$ cat src/rtl/lc3_regfile_sb_pkg.sv
// Shared definitions for the LC-3 register file: destination-select encoding
// and instruction field positions.
package lc3_pkg;

    typedef enum logic [1:0] {
        DR_IR   = 2'b00,
        DR_LINK = 2'b01,
        DR_OVR  = 2'b10,
        DR_RSVD = 2'b11
    } dr_sel_e;

    localparam int LINK_REG_DEF = 7;
    localparam int FIELD_W      = 3;
    localparam int DR_HI        = 11;
    localparam int SR1_HI       = 8;
    localparam int SR2_HI       = 2;

endpackage

$ cat src/rtl/lc3_regfile_sb_dr_decode.sv
// Register index decode: destination from dr_sel, SR1 from IR[8:6] or IR[11:9],
// SR2 from IR[2:0]. IR fields are zero-extended to the index width.
module lc3_dr_decode
    import lc3_pkg::*;
#(
    parameter int ADDR_W   = 3,
    parameter int LINK_REG = LINK_REG_DEF
) (
    input  logic [15:0]       ir,
    input  logic [1:0]        dr_sel,
    input  logic [ADDR_W-1:0] dr_ovr,
    input  logic              sr1_sel,
    output logic [ADDR_W-1:0] dr_addr,
    output logic [ADDR_W-1:0] sr1_addr,
    output logic [ADDR_W-1:0] sr2_addr,
    output logic              illegal
);

    logic [ADDR_W-1:0] w_ir_dr;
    logic [ADDR_W-1:0] w_ir_sr1;

    assign w_ir_dr  = ADDR_W'(ir[DR_HI -: FIELD_W]);
    assign w_ir_sr1 = ADDR_W'(ir[SR1_HI -: FIELD_W]);
    assign sr2_addr = ADDR_W'(ir[SR2_HI -: FIELD_W]);

    // Stores read their data register through the SR1 port.
    assign sr1_addr = sr1_sel ? w_ir_dr : w_ir_sr1;

    always_comb begin
        dr_addr = '0;
        illegal = 1'b0;
        case (dr_sel_e'(dr_sel))
            DR_IR:   dr_addr = w_ir_dr;
            DR_LINK: dr_addr = ADDR_W'(LINK_REG);
            DR_OVR:  dr_addr = dr_ovr;
            default: illegal = 1'b1;
        endcase
    end

endmodule

$ cat src/rtl/lc3_regfile_sb.sv
// LC-3 general-purpose register file with write-back bypass and a pending-write
// scoreboard that holds issue on RAW/WAW hazards until the write-back retires.
module lc3_regfile_sb
    import lc3_pkg::*;
#(
    parameter int DATA_W   = 16,
    parameter int NUM_REGS = 8,
    parameter int ADDR_W   = $clog2(NUM_REGS),
    parameter int LINK_REG = LINK_REG_DEF
) (
    input  logic                Clk,
    input  logic                Reset_n,
    input  logic [15:0]         ir,
    input  logic [1:0]          dr_sel,
    input  logic [ADDR_W-1:0]   dr_ovr,
    input  logic                sr1_sel,
    input  logic                issue_valid,
    input  logic                issue_we,
    output logic                issue_ready,
    output logic [ADDR_W-1:0]   dr_addr,
    output logic [DATA_W-1:0]   sr1_data,
    output logic [DATA_W-1:0]   sr2_data,
    input  logic                wb_valid,
    input  logic [ADDR_W-1:0]   wb_addr,
    input  logic [DATA_W-1:0]   wb_data,
    output logic [NUM_REGS-1:0] busy_vec,
    output logic                wb_err
);

    logic [DATA_W-1:0]   r_regs [NUM_REGS];
    logic [NUM_REGS-1:0] r_busy;
    logic                r_wb_err;

    logic [ADDR_W-1:0]   w_sr1_addr;
    logic [ADDR_W-1:0]   w_sr2_addr;
    logic                w_illegal;
    logic                w_sr1_busy;
    logic                w_sr2_busy;
    logic                w_dr_busy;
    logic                w_issue_set;
    logic [NUM_REGS-1:0] w_busy_nxt;

    lc3_dr_decode #(
        .ADDR_W   (ADDR_W),
        .LINK_REG (LINK_REG)
    ) u_dr_decode (
        .ir       (ir),
        .dr_sel   (dr_sel),
        .dr_ovr   (dr_ovr),
        .sr1_sel  (sr1_sel),
        .dr_addr  (dr_addr),
        .sr1_addr (w_sr1_addr),
        .sr2_addr (w_sr2_addr),
        .illegal  (w_illegal)
    );

    assign sr1_data = (wb_valid && wb_addr == w_sr1_addr) ? wb_data : r_regs[w_sr1_addr];
    assign sr2_data = (wb_valid && wb_addr == w_sr2_addr) ? wb_data : r_regs[w_sr2_addr];

    // A register retiring this cycle is no longer a hazard: its value arrives via bypass.
    assign w_sr1_busy = r_busy[w_sr1_addr] && !(wb_valid && wb_addr == w_sr1_addr);
    assign w_sr2_busy = r_busy[w_sr2_addr] && !(wb_valid && wb_addr == w_sr2_addr);
    assign w_dr_busy  = r_busy[dr_addr]    && !(wb_valid && wb_addr == dr_addr);

    assign issue_ready = !w_sr1_busy && !w_sr2_busy && !(issue_we && (w_dr_busy || w_illegal));
    assign w_issue_set = issue_valid && issue_ready && issue_we;

    // Clear first, then set, so a same-edge issue to the retiring index keeps it busy.
    always_comb begin
        w_busy_nxt = r_busy;
        if (wb_valid)    w_busy_nxt[wb_addr] = 1'b0;
        if (w_issue_set) w_busy_nxt[dr_addr] = 1'b1;
    end

    always_ff @(posedge Clk or negedge Reset_n) begin
        if (!Reset_n) begin
            for (int i = 0; i < NUM_REGS; i++) r_regs[i] <= '0;
            r_busy   <= '0;
            r_wb_err <= 1'b0;
        end else begin
            r_busy <= w_busy_nxt;
            if (wb_valid) begin
                r_regs[wb_addr] <= wb_data;
                if (!r_busy[wb_addr]) r_wb_err <= 1'b1;
            end
        end
    end

    assign busy_vec = r_busy;
    assign wb_err   = r_wb_err;

    logic w_unused_ir;
    assign w_unused_ir = ^{ir[15:12], ir[5:3]};

endmodule

$ cat config.mk
export PLATFORM = sky130hd
export DESIGN_NAME = lc3_regfile_sb
export DESIGN_NICKNAME = d
export VERILOG_FILES = /design/src/rtl/lc3_regfile_sb_pkg.sv /design/src/rtl/lc3_regfile_sb_dr_decode.sv /design/src/rtl/lc3_regfile_sb.sv
export SDC_FILE = /design/constraint.sdc
export NUM_CORES = 1
export LEC_CHECK = 0
export ABC_CLOCK_PERIOD_IN_PS = 6310
export CORE_UTILIZATION = 45
export CTS_CLUSTER_DIAMETER = 80
export CTS_CLUSTER_SIZE = 8
export DETAILED_ROUTE_END_ITERATION = 7
export PLACE_DENSITY = 0.77
export REMOVE_ABC_BUFFERS = 1
export SLEW_MARGIN = 25
export SYNTH_ARGS = -nofsm -noshare
export SYNTH_HDL_FRONTEND = slang
export SYNTH_SLANG_ARGS = --single-unit
$ cat constraint.sdc
create_clock -name Clk -period 6.31 [get_ports Clk]
set_input_delay 1.262 -clock Clk [delete_from_list [all_inputs] [get_ports Clk]]
set_output_delay 1.262 -clock Clk [all_outputs]
set_load 0.1 [all_outputs]
==> metrics.txt <==
# TYPE chip_impl_metric gauge
chip_impl_info{name="timing_worst_setup_path_type",value="in -> out"} 1
chip_impl_info{name="commonest_cells_in_the_netlist",value="sky130_fd_sc_hd__nand2_1 (157), sky130_fd_sc_hd__dfrtp_1 (137), sky130_fd_sc_hd__mux2_2 (80)"} 1
chip_impl_metric{name="rr_worst_depth",unit=""} 4
chip_impl_metric{name="detailedPlacementHpwl",unit="µm"} 13600
chip_impl_info{name="cts_tree",value="done"} 1
chip_impl_metric{name="grt_max_degree",unit=""} 84
chip_impl_info{name="reg2reg_to",value="busy_vec[1]"} 1
chip_impl_metric{name="post_layout_nonfiller_instances",unit=""} 1066
chip_impl_metric{name="post-synth-top-area-fraction",unit="%"} 41.7
chip_impl_metric{name="drt_iter0_markers",unit=""} 629
chip_impl_metric{name="postSynthCellCount",unit=""} 772
chip_impl_metric{name="design_area",unit="µm²"} 10100
chip_impl_metric{name="dr_total_vias",unit=""} 6575
chip_impl_metric{name="drtPass1Iterations",unit=""} 6
chip_impl_metric{name="fin_crit_sh",unit="%"} 88.8
chip_impl_metric{name="design.die.area",unit="µm²"} 18800
chip_impl_metric{name="globalRoute.totalOverflow",unit=""} 0
chip_impl_metric{name="number_of_placed_instances_taps_included",unit=""} 1034
chip_impl_info{name="synth_top_cells_by_area",value="sky130_fd_sc_hd__dfrtp_1 (42%), sky130_fd_sc_hd__mux2_2 (11%), sky130_fd_sc_hd__mux4_2 (9.9%)"} 1
chip_impl_metric{name="h-tree-depth",unit=""} 4
chip_impl_metric{name="synth_seq_area_share",unit="%"} 41.7
chip_impl_metric{name="hold_ws",unit="ps"} 503
chip_impl_metric{name="first_global_vias",unit=""} 6440
chip_impl_metric{name="post_cts_resize_count",unit=""} 0
chip_impl_metric{name="reg_to_reg_setup_timing_slack",unit="ps"} 4170
chip_impl_metric{name="clock_latency",unit="ps"} 430
chip_impl_metric{name="diodes",unit=""} 0
chip_impl_metric{name="tritoncts.num_buffers",unit=""} 17
chip_impl_metric{name="pin_count",unit=""} 91
chip_impl_metric{name="netlist_area",unit="µm²"} 8230
chip_impl_info{name="yosys.cell_count.top_type",value="sky130_fd_sc_hd__nand2_1"} 1
chip_impl_metric{name="routed_wl",unit="µm"} 22000
chip_impl_info{name="hold_class",value="reg -> reg"} 1
chip_impl_metric{name="clk_pin_slew_worst_paths",unit="ps"} 50
chip_impl_metric{name="dp_worst_setup_slack",unit="ps"} 765
chip_impl_metric{name="crit_arrival",unit="ps"} 4340
chip_impl_info{name="yosys.area.top_type",value="sky130_fd_sc_hd__dfrtp_1"} 1
chip_impl_info{name="root_buffer_master",value="sky130_fd_sc_hd__clkbuf_16"} 1
chip_impl_metric{name="postLayoutCoreUtil",unit="%"} 56.3
chip_impl_info{name="run_status",value="completed"} 1
chip_impl_metric{name="fp.dieW",unit="µm"} 137
chip_impl_metric{name="drt-vias-per-instance",unit=""} 6.17
chip_impl_info{name="crit-reg2reg-launch",value="busy_vec[4]"} 1
chip_impl_metric{name="antenna_left",unit=""} 0
chip_impl_metric{name="synth_async_sr_flop_share",unit="%"} 100
chip_impl_metric{name="power.leakage",unit="nW"} 4.22
chip_impl_metric{name="synth-seq-cells",unit=""} 137
chip_impl_metric{name="track_usage",unit="%"} 24.9
chip_impl_metric{name="areaGrowthSynthToFinish",unit="%"} 22.9
chip_impl_metric{name="crit_required",unit="ps"} 5050
chip_impl_metric{name="fmaxAchievable",unit="GHz"} 0.179
chip_impl_info{name="start_kind",value="input pin"} 1
chip_impl_metric{name="final-setup-viol-count",unit=""} 0
chip_impl_metric{name="power_per_cell_area",unit="nW/µm²"} 363
chip_impl_metric{name="gpl.final_weighted_congestion",unit=""} 0.829
chip_impl_metric{name="post_drt_wl_per_cell",unit="µm"} 20.7
chip_impl_info{name="end_kind",value="output pin"} 1
chip_impl_info{name="worst_setup_path_startpoint",value="sr1_sel"} 1
chip_impl_metric{name="final_layout_size_suffix_gt1_share",unit="%"} 25.7
chip_impl_metric{name="clock_path_buffers",unit=""} 2
chip_impl_metric{name="postCtsSetupBuffers",unit=""} 0
chip_impl_metric{name="synth_area_per_cell",unit="µm²"} 10.7
chip_impl_metric{name="place.port_buffers",unit=""} 83
chip_impl_metric{name="critical_path_peak_fanout",unit=""} 18
chip_impl_metric{name="drv_cap",unit=""} 0
chip_impl_metric{name="slew_headroom",unit="%"} 34.0
chip_impl_metric{name="number_of_flops_mapped_to_enable_cells_by_yosys",unit=""} 0
chip_impl_info{name="min_from",value="wb_err"} 1
chip_impl_metric{name="cts_hold_buf",unit=""} 0
chip_impl_metric{name="numClockSinks",unit=""} 137
chip_impl_metric{name="initial_core_util",unit="%"} 45.8
chip_impl_metric{name="worst-slew-pin-transition",unit="ps"} 987
chip_impl_metric{name="power",unit="mW"} 3.67
chip_impl_info{name="cp-endpoint",value="issue_ready"} 1
chip_impl_metric{name="layout.nets",unit=""} 870
chip_impl_metric{name="dpl_cell_area",unit="µm²"} 9530
chip_impl_metric{name="fin_tns_setup",unit="ps"} 0
chip_impl_metric{name="timing_hold_violations_final",unit=""} 0
chip_impl_metric{name="die-height",unit="µm"} 137
chip_impl_metric{name="post_synth_num_cell_types",unit=""} 46
chip_impl_metric{name="slew_violations",unit=""} 0
chip_impl_metric{name="placement_rows",unit=""} 49
chip_impl_metric{name="drt_drc_violations_left",unit=""} 0
chip_impl_metric{name="grt_antenna_before_repair",unit=""} 0
chip_impl_metric{name="finalClockSkew",unit="ps"} 4.44
chip_impl_metric{name="ys_warn_count",unit=""} 0
chip_impl_info{name="unrepaired_setup_endpoints_after_global_routing",value="no"} 1
chip_impl_metric{name="layout_setup_ws",unit="ps"} 709
chip_impl_metric{name="grt_first_pass_wirelength",unit="µm"} 34900
chip_impl_metric{name="design.core.area",unit="µm²"} 18000
chip_impl_metric{name="final.min_clock_period",unit="ps"} 5600
chip_impl_info{name="synth_ff_type",value="sky130_fd_sc_hd__dfrtp_1"} 1
chip_impl_metric{name="vdd_ir_drop_max",unit="µV"} 230
## how the worst min path moves through the flow
stage / endpoint / cells past startpoint
6_report: wb_err / 1
5_1_grt: wb_err / 1
4_1_cts: wb_err / 1
3_5_place_dp: wb_err / 1
3_3_place_gp: wb_err / 1
2_1_floorplan: r_regs[86] / 1
## cells by family (layout without fill, tap and decap cells)
kind of cell              count (synthesis)  after routing  share of synthesized area [%]
buffers and inverters                    80            145                           4.55
DFF                                     137            137                           41.7
xor gates and xnor gates                  8              8                          0.852
and+or+nand+nor                         253            253                           13.7
muxes                                   190            190                           30.8
AOI/OAI and AO/OA                       104            104                           8.50
## critical path, cell delays in order
cell and delay [ps]:
sky130_fd_sc_hd__clkdlybuf4s50_1 960, sky130_fd_sc_hd__mux2_4 470, sky130_fd_sc_hd__xnor2_1 180, sky130_fd_sc_hd__and4_1 260, sky130_fd_sc_hd__buf_4 250, sky130_fd_sc_hd__a211oi_1 90, sky130_fd_sc_hd__a22o_1 360, sky130_fd_sc_hd__a21oi_1 270
sky130_fd_sc_hd__buf_12 210
## layout by cell type, fill, tap and decap left out, types with 3 or more instances in the layout
master,Yosys,final
sky130_fd_sc_hd__nand2_1,157,157
sky130_fd_sc_hd__dfrtp_1,137,137
sky130_fd_sc_hd__mux2_2,80,80
sky130_fd_sc_hd__mux2_1,50,50
sky130_fd_sc_hd__clkdlybuf4s50_1,0,47
sky130_fd_sc_hd__mux4_2,36,36
sky130_fd_sc_hd__buf_12,0,33
sky130_fd_sc_hd__nand3_1,32,32
sky130_fd_sc_hd__buf_4,14,22
sky130_fd_sc_hd__mux2i_1,20,20
sky130_fd_sc_hd__a21oi_1,19,19
sky130_fd_sc_hd__and3_1,18,18
sky130_fd_sc_hd__nor2_1,18,18
sky130_fd_sc_hd__clkbuf_16,0,17
sky130_fd_sc_hd__a311oi_1,16,16
sky130_fd_sc_hd__a31oi_1,16,16
sky130_fd_sc_hd__o21ai_1,16,16
sky130_fd_sc_hd__o41ai_1,9,9
sky130_fd_sc_hd__nand2b_1,9,9
sky130_fd_sc_hd__o21ai_0,8,7
sky130_fd_sc_hd__inv_1,6,6
sky130_fd_sc_hd__xnor2_1,6,6
sky130_fd_sc_hd__nor3_1,7,5
sky130_fd_sc_hd__clkbuf_1,39,5
sky130_fd_sc_hd__clkinv_2,0,5
sky130_fd_sc_hd__o31ai_1,4,4
sky130_fd_sc_hd__nand4b_1,4,4
sky130_fd_sc_hd__a21o_1,3,3
sky130_fd_sc_hd__o221ai_1,3,3
sky130_fd_sc_hd__mux2i_4,0,3
sky130_fd_sc_hd__nor3_2,1,3
sky130_fd_sc_hd__bufinv_16,0,3
## registers in the layout, indices dropped and copies added (netlist names)
signal and cells:
busy_vec 8, r_regs 128, wb_err 1
## per-layer routing
| metal | vias to the layer above | share of wire (%) | track usage [%] |
|---|---|---|---|
| li1 | 2927 | - | - |
| met1 | 3278 | 41 | 31.8 |
| met2 | 304 | 49 | 41.3 |
| met3 | 66 | 7.0 | 4.19 |
| met4 | 0 | 3.0 | 11.8 |
| met5 | - | 0 | 0 |
## layout make-up
type	count	area, µm²
Fill cell	1439	7850
Timing Repair Buffer	105	1320
Tap cell	229	287
Sequential cell	137	3430
Inverter	8	30.0
Clock buffer	23	458
Multi-Input combinational cell	555	4470
Clock inverter	9	123
## power by group
| group | leakage [nW] | switching, mW | internal (mW) |
|---|---|---|---|
| registers | 1.65 | 0.163 | 1.07 |
| logic | 2.28 | 0.875 | 0.579 |
| clock network | 0.285 | 0.358 | 0.627 |
| total | 4.22 | 1.40 | 2.28 |
No activity file was read; power rests on OpenSTA's default activity.
